[src/rtl/phy_pkg.sv]
// Shared characters and state encodings for the serial PHY link logic.
package phy_pkg;

    localparam logic [7:0] COMMA_CHAR = 8'hBC;
    localparam logic [7:0] IDLE_CHAR  = 8'h7C;

    typedef enum logic [1:0] {
        L_SEARCH = 2'd0,
        L_CHECK  = 2'd1,
        L_ACTIVE = 2'd2
    } lane_state_e;

    typedef enum logic [1:0] {
        DOWN  = 2'd0,
        TRAIN = 2'd1,
        UP    = 2'd2,
        HOLD  = 2'd3
    } link_state_e;

endpackage

[src/rtl/phy_lane_sync.sv]
// Per-lane comma synchronizer: acquires on a run of commas, drops on a run of decode errors.
module phy_lane_sync
    import phy_pkg::*;
#(
    parameter logic [7:0]  COMMA      = COMMA_CHAR,
    parameter int unsigned SYNC_COUNT = 4,
    parameter int unsigned LOSS_COUNT = 3
) (
    input  logic       clk_4f,
    input  logic       reset,
    input  logic [7:0] rx_byte,
    input  logic       stb,
    input  logic       err,
    output logic       active
);

    localparam logic [3:0] SYNC_LIM = 4'(SYNC_COUNT);
    localparam logic [3:0] LOSS_LIM = 4'(LOSS_COUNT);

    lane_state_e state_q, state_d;
    logic [3:0]  sync_cnt_q, sync_cnt_d;
    logic [3:0]  err_cnt_q, err_cnt_d;
    logic [3:0]  sync_inc, err_inc;

    assign sync_inc = sync_cnt_q + 4'd1;
    assign err_inc  = err_cnt_q + 4'd1;

    // Next-state logic; nothing moves on cycles without a strobe.
    always_comb begin
        state_d    = state_q;
        sync_cnt_d = sync_cnt_q;
        err_cnt_d  = err_cnt_q;
        if (stb) begin
            unique case (state_q)
                L_SEARCH: begin
                    if (rx_byte == COMMA) begin
                        state_d    = L_CHECK;
                        sync_cnt_d = 4'd1;
                    end
                end
                L_CHECK: begin
                    if (rx_byte != COMMA) begin
                        state_d    = L_SEARCH;
                        sync_cnt_d = 4'd0;
                    end else if (sync_inc == SYNC_LIM) begin
                        state_d    = L_ACTIVE;
                        sync_cnt_d = 4'd0;
                    end else begin
                        sync_cnt_d = sync_inc;
                    end
                end
                L_ACTIVE: begin
                    // Byte value is irrelevant here; only decode errors matter.
                    if (!err) begin
                        err_cnt_d = 4'd0;
                    end else if (err_inc == LOSS_LIM) begin
                        state_d   = L_SEARCH;
                        err_cnt_d = 4'd0;
                    end else begin
                        err_cnt_d = err_inc;
                    end
                end
                default: begin
                    state_d    = L_SEARCH;
                    sync_cnt_d = 4'd0;
                    err_cnt_d  = 4'd0;
                end
            endcase
        end
    end

    // State and counter registers with synchronous reset.
    always_ff @(posedge clk_4f) begin
        if (reset) begin
            state_q    <= L_SEARCH;
            sync_cnt_q <= 4'd0;
            err_cnt_q  <= 4'd0;
        end else begin
            state_q    <= state_d;
            sync_cnt_q <= sync_cnt_d;
            err_cnt_q  <= err_cnt_d;
        end
    end

    assign active = (state_q == L_ACTIVE);

endmodule

[src/rtl/phy_link_ctrl.sv]
// Two-lane link bring-up: per-lane sync plus link sequencing and retrain counting.
module phy_link_ctrl
    import phy_pkg::*;
#(
    parameter logic [7:0]  COMMA        = COMMA_CHAR,
    parameter int unsigned SYNC_COUNT   = 4,
    parameter int unsigned LOSS_COUNT   = 3,
    parameter int unsigned RETRAIN_HOLD = 16
) (
    input  logic       clk_4f,
    input  logic       reset,
    input  logic [7:0] rx0_byte,
    input  logic       rx0_stb,
    input  logic       rx0_err,
    input  logic [7:0] rx1_byte,
    input  logic       rx1_stb,
    input  logic       rx1_err,
    output logic [1:0] lane_active,
    output logic       link_up,
    output logic       tx_train,
    output logic [7:0] retrain_cnt
);

    localparam logic [7:0] HOLD_LAST = 8'(RETRAIN_HOLD - 1);

    link_state_e state_q, state_d;
    logic [7:0]  hold_cnt_q, hold_cnt_d;
    logic [7:0]  retrain_cnt_q, retrain_cnt_d;
    logic        act0, act1;

    phy_lane_sync #(
        .COMMA      (COMMA),
        .SYNC_COUNT (SYNC_COUNT),
        .LOSS_COUNT (LOSS_COUNT)
    ) u_lane0 (
        .clk_4f  (clk_4f),
        .reset   (reset),
        .rx_byte (rx0_byte),
        .stb     (rx0_stb),
        .err     (rx0_err),
        .active  (act0)
    );

    phy_lane_sync #(
        .COMMA      (COMMA),
        .SYNC_COUNT (SYNC_COUNT),
        .LOSS_COUNT (LOSS_COUNT)
    ) u_lane1 (
        .clk_4f  (clk_4f),
        .reset   (reset),
        .rx_byte (rx1_byte),
        .stb     (rx1_stb),
        .err     (rx1_err),
        .active  (act1)
    );

    assign lane_active = {act1, act0};

    // Link sequencing; HOLD always runs its full length even if lanes recover early.
    always_comb begin
        state_d       = state_q;
        hold_cnt_d    = hold_cnt_q;
        retrain_cnt_d = retrain_cnt_q;
        unique case (state_q)
            DOWN: state_d = TRAIN;
            TRAIN: begin
                if (lane_active == 2'b11) state_d = UP;
            end
            UP: begin
                if (lane_active != 2'b11) begin
                    state_d    = HOLD;
                    hold_cnt_d = 8'd0;
                    if (retrain_cnt_q != 8'hFF) retrain_cnt_d = retrain_cnt_q + 8'd1;
                end
            end
            HOLD: begin
                if (hold_cnt_q == HOLD_LAST) begin
                    state_d    = TRAIN;
                    hold_cnt_d = 8'd0;
                end else begin
                    hold_cnt_d = hold_cnt_q + 8'd1;
                end
            end
            default: state_d = DOWN;
        endcase
    end

    // Link state and counters with synchronous reset.
    always_ff @(posedge clk_4f) begin
        if (reset) begin
            state_q       <= DOWN;
            hold_cnt_q    <= 8'd0;
            retrain_cnt_q <= 8'd0;
        end else begin
            state_q       <= state_d;
            hold_cnt_q    <= hold_cnt_d;
            retrain_cnt_q <= retrain_cnt_d;
        end
    end

    // Moore outputs decoded from the registered state.
    always_comb begin
        link_up  = (state_q == UP);
        tx_train = (state_q == TRAIN) || (state_q == HOLD);
    end

    assign retrain_cnt = retrain_cnt_q;

endmodule

[config.mk]
export PLATFORM = sky130hd
export DESIGN_NAME = phy_link_ctrl
export DESIGN_NICKNAME = d
export VERILOG_FILES = /design/src/rtl/phy_pkg.sv /design/src/rtl/phy_lane_sync.sv /design/src/rtl/phy_link_ctrl.sv
export SDC_FILE = /design/constraint.sdc
export NUM_CORES = 1
export LEC_CHECK = 0
export ABC_CLOCK_PERIOD_IN_PS = 1700
export CAP_MARGIN = 20
export CELL_PAD_IN_SITES_DETAIL_PLACEMENT = 0
export CELL_PAD_IN_SITES_GLOBAL_PLACEMENT = 1
export CORE_MARGIN = 10
export CORE_UTILIZATION = 38
export CTS_BUF_LIST = sky130_fd_sc_hd__clkbuf_8
export DETAILED_ROUTE_END_ITERATION = 10
export GPL_TIMING_DRIVEN = 1
export PLACE_DENSITY = 0.88
export SYNTH_ARGS = -nofsm -noshare
export SYNTH_HDL_FRONTEND = slang
export SYNTH_HIERARCHICAL = 1
export SYNTH_SLANG_ARGS = --single-unit
[constraint.sdc]
create_clock -name clk_4f -period 1.7 [get_ports clk_4f]
set_input_delay 0.255 -clock clk_4f [delete_from_list [all_inputs] [get_ports clk_4f]]
set_output_delay 0.255 -clock clk_4f [all_outputs]
set_load 0.005 [all_outputs]
==> impl_metrics.tcl, run 1 <==
set metrics [dict create \
    crit_fanout 3 \
    grt_pass1_wl_mm 8.935 \
    core_area_sq_mm 0.005886 \
    synth.distinct_cells 50 \
    routed_wl_mm 5.089 \
    final_cell_area_sq_mm 0.003022 \
    whs_ps 517.3 \
    start_kind "flip-flop" \
    clkTransAtPathRegs_ps 70 \
    final.setup.worst_slack_ps 74.69 \
    post-place-ws_ps -3.206 \
    antenna_found_initial 0 \
    drt-vias-per-instance 5.313 \
    wire_per_inst_um 12.75 \
    die_y_um 97.44 \
    clock_sinks 38 \
    grt_remaining_overflow 0 \
    rsz0062_at_grt "false" \
    drv_slew 0 \
    ir_drop_v 0.0005482 \
    cts_hold_repair.buffers 0 \
    synth_seq_cells 38 \
    utilization 0.5134 \
    syn_inst 268 \
    drc 0 \
    syn_avg_cell_area_sq_um 8.502 \
    synth_area_sq_mm 0.002278 \
    die_w_um 97.44 \
    drive_gt1_frac 0.2130 \
    vias 2120 \
    setup_viol 0 \
    drtAntennaViolNets 0 \
    syn-num-nets 304 \
    clock_latency_ps 290 \
    cts_buffer_depth 2 \
    gp_congestion 0.8417 \
    max_clock_freq_ghz 0.6153 \
    crit_path_end_kind "output port" \
    die-area_sq_mm 0.009494 \
    p_leak_nw 1.195 \
    crit_type "flip-flop to output port" \
    hold_viol 0 \
    antenna_cells 0 \
    cpMaxStageDelayCell "clkdlybuf4s50_1" \
    track_usage 0.1073 \
    status "completed" \
    async_flop_share 0 \
    io_pins 34 \
    crit_required_ps 1440 \
    p_per_area_mw_per_mm2 748.2 \
    fin_skew_ps 9.808 \
    grt_pass1_vias 2006 \
    cts_max_level 2 \
    timing.final.crit_share 0.9561 \
    worst_pin_slew_ps 364.0 \
    fin_nets 360 \
    grt_start_max_net_pins 25 \
    rows 28 \
    yosys_warnings 6 \
    cts_tree "built" \
    start_util 0.3871 \
    cap_viol_max_count 0 \
    placed_area_sq_mm 0.002834 \
    seq_area_frac_synth 0.3339 \
    ys_dominant_reg_cell "dfxtp_1" \
    slew_headroom 0.7548 \
    drt_first_pass_iters 4 \
    cts_buffers 5 \
    drtIter0Drc 87 \
    portBuffers 33 \
    area_growth_pct 32.62 \
    hpwl_mm 3.763 \
    clock-root-buffer "clkbuf_8" \
    slowest_delay_ps 490 \
    worstHoldPathType "flip-flop to flip-flop" \
    cp_cell_sequence "inv_2, nor2_4, buf_4, clkdlybuf4s50_1" \
    worstPathArrival_ps 1370 \
    synth_edf_count 0 \
    period_needed_ps 1625 \
]
[per-layer routing]
| layer | wire, um | global-route usage | up-vias |
|---|---|---|---|
| met5 | 0 | 0 | - |
| met4 | 55 | 0.03691 | 0 |
| met3 | 206 | 0.02916 | 6 |
| met2 | 2355 | 0.1707 | 39 |
| met1 | 2471 | 0.1353 | 979 |
| li1 | - | - | 1096 |
[Yosys cell counts (all sizes together), types with 5 or more instances]
| library cell | count | area [sq um] |
|---|---|---|
| dfxtp | 38 | 760.7 |
| nor2 | 24 | 90.09 |
| nand2 | 19 | 81.32 |
| a21oi | 18 | 97.60 |
| o21ai | 18 | 101.4 |
| ha | 14 | 175.2 |
| inv | 11 | 41.29 |
| nand3 | 11 | 55.05 |
| nor2b | 11 | 68.82 |
| nand4 | 8 | 50.05 |
| nor3 | 8 | 50.05 |
| a21o | 7 | 53.80 |
| xor2 | 7 | 61.31 |
| and3 | 6 | 37.54 |
| xnor2 | 6 | 52.55 |
| buf | 5 | 35.03 |
| nor4b | 5 | 56.31 |
| or4 | 5 | 41.29 |
[stage by stage]
step	power [mW]	TNS (ps)	std cells
final	2.261	0	399
after global placement	1.501	0	390
after floorplan	1.264	0	268
after CTS	2.283	0	399
after detailed placement	1.512	-3.206	390
after global routing	2.389	0	399
[logic make-up (layout without fill, tap and decap cells)]
family,after synthesis,in the layout,synth area share
simple gates,114,114,0.2883
compound gates,69,69,0.2081
flops,38,38,0.3339
buf+inv,19,75,0.03844
fa+ha+maj,14,14,0.07688
xor+xnor,13,13,0.04997
mux,1,1,0.004393
[worst paths after layout]
check	endpoint	startpoint	slack [ps]	cells after the start
worst max-delay path	lane_active[0]	u_lane0/state_q[1]	70	4
worst min-delay path	hold_cnt_q[1]	hold_cnt_q[1]	520	2
worst max register to register	hold_cnt_q[7]	state_q[0]	80	6
worst min register to register	hold_cnt_q[1]	hold_cnt_q[1]	520	2
[critical path, delay by kind of cell (launching register included)]
family,cells,cell delay [ps]
flip-flops,1,330
buffers and inverters,3,650
AND/OR/NAND/NOR,1,100
[registers in the layout (all words and copies together) (netlist names)]
signal and cells:
hold_cnt_q 8, retrain_cnt 8, u_lane0/err_cnt_q 4, u_lane0/sync_cnt_q 4
u_lane1/err_cnt_q 4, u_lane1/sync_cnt_q 4, state_q 2, u_lane0/state_q 2
u_lane1/state_q 2
[power by group]
group	internal, mW	leakage (nW)	switching [mW]
Clock	0.469	0.0573	0.297
Combinational	0.260	0.827	0.237
Sequential	0.944	0.311	0.0539
[cell usage in the layout, fill, tap and decap left out, types with 5 or more instances in the layout]
| cell type | instances |
|---|---|
| buf_4 | 23 |
| dfxtp_2 | 7 |
| inv_1 | 9 |
| a21o_1 | 6 |
| and3_1 | 5 |
| clkdlybuf4s50_1 | 30 |
| o21ai_0 | 14 |
| clkbuf_8 | 6 |
| nand4_1 | 8 |
| dfxtp_1 | 30 |
| nor4b_2 | 5 |
| a21oi_1 | 14 |
| xnor2_1 | 6 |
| ha_1 | 13 |
| nor3_1 | 6 |
| nor2_1 | 22 |
| xor2_1 | 7 |
| nand2_1 | 15 |
| nand3_1 | 11 |
| nor2b_1 | 11 |
[layout make-up]
| class | instances | area [sq um] |
|---|---|---|
| fillers | 560 | 2864 |
| multi-input cells | 211 | 1481 |
| flip-flops and latches | 38 | 773.2 |
| repair buffers | 57 | 519.2 |
| well taps | 75 | 93.84 |
| clock buffers | 6 | 82.58 |
| inverters | 11 | 41.29 |
| clock inverters | 1 | 30.03 |
[what timing repair did]
item,CTS,global route
resized for setup,13,16
pin swaps,2,0
setup buffers,2,0
setup endpoints to repair,7,13
Power figures use the tool's default switching activity.
==> run 2: changes to the inputs <==
Settings changed: SKIP_LAST_GASP set to 1.
==> run 2 against run 1 <==
  * Utilization hardly changed
  * Via count unchanged
  * Clock power about the same
  * Total power is essentially flat
  * Clock skew unchanged
  * Sequential power about the same
  * Sequential cell count unchanged
  * Critical path depth stayed put
  * Global-route usage unchanged
  * Critical path type unchanged
==> impl_metrics.tcl, run 2 (synthesis results as in run 1) <==
set metrics [dict create \
    timing.final.crit_share 0.9680 \
    p_per_area_mw_per_mm2 748.5 \
    cpMaxStageDelayCell "clkdlybuf4s50_1" \
    p_sw_uw 587.6 \
    final.setup.worst_slack_ps 54.40 \
    fin_nets 360 \
    die-area_sq_mm 0.009494 \
    clkTransAtPathRegs_ps 70 \
    drive_gt1_frac 0.2099 \
    p_leak_nw 1.195 \
    fin_skew_ps 9.808 \
    cap_viol_max_count 0 \
    drtAntennaViolNets 0 \
    period_needed_ps 1646 \
    drv_slew 0 \
    p_int_mw 1.673 \
    drtIter0Drc 87 \
    antenna_cells 0 \
    seq_power_share 0.442 \
    crit_fanout 3 \
    drc 0 \
    worst_pin_slew_ps 364.0 \
    wl_met2_mm 2.355 \
    final_cell_mix "dfxtp_1 (31), clkdlybuf4s50_1 (30), buf_4 (23)" \
    die_w_um 97.44 \
    rr_worst_depth 6 \
    dp_cells 390 \
    rows 28 \
    clkPwrFrac 0.339 \
    critPathLaunch "u_lane0/state_q[1]" \
    combPwrFrac 0.219 \
    crit_required_ps 1440 \
    routed_wl_mm 5.089 \
    critPathCapture "lane_active[0]" \
    fillers 561 \
    met3WireLength_um 206 \
    cp_cell_sequence "inv_2, nor2_4, buf_4, clkdlybuf4s50_1" \
    gp_congestion 0.8417 \
    wire_per_inst_um 12.75 \
    status "completed" \
    cts_max_level 2 \
    area_growth_pct 32.56 \
    antenna_found_initial 0 \
    drt_first_pass_iters 4 \
    setup_viol 0 \
    start_kind "flip-flop" \
    die_y_um 97.44 \
    grt_remaining_overflow 0 \
    grt_start_max_net_pins 25 \
    core_area_sq_mm 0.005886 \
    worstHoldPathType "flip-flop to flip-flop" \
    crit_path_end_kind "output port" \
    slew_headroom 0.7548 \
    worstPathArrival_ps 1390 \
    post-place-ws_ps -3.206 \
    hold_viol 0 \
    grt_pass1_wl_mm 8.935 \
    rsz0062_at_grt "true" \
    hpwl_mm 3.763 \
    drt-vias-per-instance 5.313 \
    clock_sinks 38 \
    io_pins 34 \
    track_usage 0.1073 \
    max_clock_freq_ghz 0.6077 \
    ir_drop_v 0.0005482 \
    drt-met1-wl_mm 2.471 \
    rr_startpoint "state_q[0]" \
    crit_type "flip-flop to output port" \
    fin_setup_tns_ps 0 \
    ff2ff_setup_slack_ps 80 \
    worstReg2RegEnd "hold_cnt_q[7]" \
    cts_buffers 5 \
    clock_latency_ps 290 \
    clock-root-buffer "clkbuf_8" \
    final_common_cell "dfxtp_1" \
    cts_hold_repair.buffers 0 \
    portBuffers 33 \
    cts_buffer_depth 2 \
    switching_share 0.2599 \
    grt_pass1_vias 2006 \
    start_util 0.3871 \
    slowest_delay_ps 490 \
    vias 2120 \
    cts_tree "built" \
    finalNonFillerCells 399 \
    top_layer "met4" \
]
-- run 2: cell count changes in the layout (fill, tap and decap cells not counted) --
cell     previous run  this run
dfxtp_1            30        31
dfxtp_2             7         6
-- run 2: per-stage QoR --
stage / hold slack [ps] / util / power [mW] / cell area, sq um
2_1_floorplan: 327.1 / - / 1.264 / 2278
3_3_place_gp: 501.4 / 0.4815 / 1.501 / 2834
3_5_place_dp: 504.7 / 0.4815 / 1.512 / 2834
4_1_cts: 517.8 / 0.5068 / 2.279 / 2983
5_1_grt: 557.8 / 0.5132 / 2.389 / 3020
6_report: 517.3 / 0.5132 / 2.261 / 3020
-- run 2: critical path: cells and delay by family (launching register included) --
kind | cells | cell delay (ps)
DFF | 1 | 340
buffers and inverters | 3 | 660
and+or+nand+nor | 1 | 100
-- run 2: cell type report --
type                            instances  area [sq um]  share of cell area
Clock buffer                            6         82.58             0.02734
Clock inverter                          1         30.03            0.009942
Inverter                               11         41.29             0.01367
Multi-Input combinational cell        211          1481              0.4905
Sequential cell                        38         772.0              0.2556
Tap cell                               75         93.84             0.03107
Timing Repair Buffer                   57         519.2              0.1719
-- run 2: power groups by stage --
stage | combinational, mW | sequential (mW) | clock (mW)
after floorplan | 0.265 | 0.999 | 0
after global placement | 0.496 | 1.01 | 0
after detailed placement | 0.503 | 1.01 | 0
after CTS | 0.491 | 0.998 | 0.790
after global routing | 0.544 | 1.01 | 0.840
final | 0.496 | 0.998 | 0.766
-- run 2: metal layers --
layer  vias to the layer above  global-route usage
met5                         -                   0
met4                         0             0.03691
li1                       1096                   -
met2                        39              0.1707
met3                         6             0.02916
met1                       979              0.1353
-- run 2: how the worst min path moves through the flow --
stage	startpoint	endpoint	slack (ps)	depth (start not counted)
after floorplan	reset	state_q[1]	330	1
final	hold_cnt_q[1]	hold_cnt_q[1]	520	2
after global placement	hold_cnt_q[1]	hold_cnt_q[1]	500	2
after global routing	state_q[1]	state_q[1]	560	2
after CTS	hold_cnt_q[1]	hold_cnt_q[1]	520	2
after detailed placement	hold_cnt_q[1]	hold_cnt_q[1]	500	2
-- run 2: timing repair --
action | in CTS | in global routing
resized for setup | 12 | 16
buffers inserted | 2 | 0
pin swaps | 2 | 0
setup endpoints to repair | 7 | 13
==> run 3: changes to the inputs <==
Settings changed: ABC_CLOCK_PERIOD_IN_PS 1700 to 1740, CORE_UTILIZATION 38 to 41, PLACE_DENSITY 0.88 to 0.9.
Clock period 1.7 ns to 1.74 ns, I/O delays scaled along.
==> run 3 against run 2 <==
  * Cell count fell by 2.0%
  * Largest power group unchanged
  * Total power fell by 11%
  * Via count fell by 2.3%
  * First-iteration DRC count fell by 4.6%
  * Global-route usage rose by 1.0 points
  * Highest routed layer unchanged
  * Cell area fell by 2.5%
  * Combinational power barely moved
==> impl_metrics.tcl, run 3 (synthesis results as in run 1) <==
set metrics [dict create \
    whs_endpoint "hold_cnt_q[1]" \
    final.setup.worst_slack_ps 64.82 \
    final_common_cell "dfxtp_1" \
    whs_ps 531.4 \
    rr_startpoint "state_q[0]" \
    final_cell_mix "dfxtp_1 (33), clkdlybuf4s50_1 (30), nor2_1 (23)" \
    drt_first_pass_iters 4 \
    drt-vias-per-instance 5.299 \
    crit_fanout 3 \
    clock_sinks 38 \
    cts_buffer_depth 2 \
    fillers 502 \
    rsz0062_at_grt "true" \
    utilization 0.5415 \
    p_leak_nw 1.168 \
    min_from "hold_cnt_q[1]" \
    clock_latency_ps 290 \
    combPwrFrac 0.247 \
    drive_gt1_frac 0.1724 \
    grt_start_max_net_pins 18 \
    core_area_sq_mm 0.005439 \
    drv_slew 0 \
    fin_setup_tns_ps 0 \
    antenna_found_initial 0 \
    period_needed_ps 1675 \
    dp_cells 381 \
    worstReg2RegEnd "hold_cnt_q[6]" \
    start_util 0.4189 \
    ir_drop_v 0.0005067 \
    rr_worst_depth 6 \
    crit_path_end_kind "output port" \
    cp_cell_sequence "inv_2, nor2_4, buf_4, clkdlybuf4s50_1" \
    worstPathArrival_ps 1410 \
    rows 27 \
    drtIter0Drc 83 \
    finalNonFillerCells 391 \
    grt_remaining_overflow 0 \
    clkPwrFrac 0.270 \
    track_usage 0.1177 \
    p_int_mw 1.448 \
    worst_pin_slew_ps 400.1 \
    crit_required_ps 1480 \
    status "completed" \
    crit_family "buffers and inverters" \
    drc 0 \
    die_w_um 94.55 \
    grt_pass1_wl_mm 8.776 \
    area_growth_pct 29.27 \
    hold_viol 0 \
    crit_buf_inv 3 \
    p_sw_uw 569.0 \
    die-area_sq_mm 0.008939 \
    wire_per_inst_um 13.17 \
    seq_power_share 0.483 \
    cts_tree "built" \
    max_clock_freq_ghz 0.5970 \
    vias 2072 \
    die_y_um 94.55 \
    fin_nets 355 \
    cpMaxStageDelayCell "clkdlybuf4s50_1" \
    p_per_area_mw_per_mm2 685.0 \
    drtAntennaViolNets 0 \
    io_pins 34 \
    timing.final.crit_share 0.9627 \
    cap_viol_max_count 0 \
    holdPathStages 2 \
    gp_congestion 0.8395 \
    portBuffers 33 \
    slew_headroom 0.7295 \
    crit_type "flip-flop to output port" \
    setup_viol 0 \
    worstHoldPathType "flip-flop to flip-flop" \
    hpwl_mm 3.895 \
    grt_pass1_vias 1970 \
    cts_buffers 5 \
    fin_skew_ps 6.687 \
    clkTransAtPathRegs_ps 60 \
    start_kind "flip-flop" \
    antenna_cells 0 \
    switching_share 0.2820 \
    cts_max_level 2 \
    clock-root-buffer "clkbuf_8" \
    post-place-ws_ps -16.03 \
    slowest_delay_ps 490 \
    routed_wl_mm 5.151 \
    ff2ff_setup_slack_ps 90 \
]
==> run 3: final cells by class <==
cell class	count	area [sq um]	share of cell area
Sequential cell	38	769.5	0.2613
Timing Repair Buffer	52	490.5	0.1665
Inverter	11	41.29	0.01402
Multi-Input combinational cell	211	1478	0.5017
Clock buffer	5	68.82	0.02336
Clock inverter	2	7.507	0.002549
Tap cell	72	90.09	0.03059
==> run 3: worst reg2reg max path: cells and delay by family, from the launching register on <==
kind	cells	cell delay [ps]
xor+xnor	1	170
buf+inv	1	50
flops	1	370
simple gates	3	710
fa+ha+maj	1	240
==> run 3: power groups by stage <==
stage | Combinational [mW] | Sequential, mW | Clock (mW)
4_1_cts | 0.474 | 0.969 | 0.564
2_1_floorplan | 0.259 | 0.976 | 0
5_1_grt | 0.568 | 0.983 | 0.594
3_5_place_dp | 0.476 | 0.984 | 0
6_report | 0.498 | 0.974 | 0.545
3_3_place_gp | 0.478 | 0.984 | 0
==> run 3: repair_timing <==
item                                    in CTS  in global routing
cloned                                       0                  0
pin swaps                                    1                  0
hold buffers                                 0                  0
setup buffers                                2                  1
endpoints found under the setup margin       8                 13
resized for setup                            7                 16
==> run 3: metal layers <==
metal	GRT usage	vias up	wire, um	share of wire
met5	0	-	0	0
met4	0.04863	0	72	0.014
met3	0.03489	7	252	0.049
met2	0.1842	25	2342	0.45
met1	0.1477	958	2485	0.48
li1	-	1082	-	-
==> run 3: how the worst max path moves through the flow <==
stage | cells past startpoint | start | endpoint
after floorplan | 7 | state_q[0] | hold_cnt_q[5]
after global placement | 6 | state_q[0] | state_q[1]
after detailed placement | 6 | state_q[0] | hold_cnt_q[5]
after CTS | 3 | state_q[0] | link_up
after global routing | 6 | state_q[0] | hold_cnt_q[7]
final | 4 | u_lane1/state_q[1] | lane_active[1]
==> run 3: stage by stage <==
stage / power, mW / area, sq um
floorplan: 1.235 / 2278
global placement: 1.462 / 2785
detailed placement: 1.460 / 2785
CTS: 2.007 / 2888
global route: 2.145 / 2945
finish: 2.017 / 2945
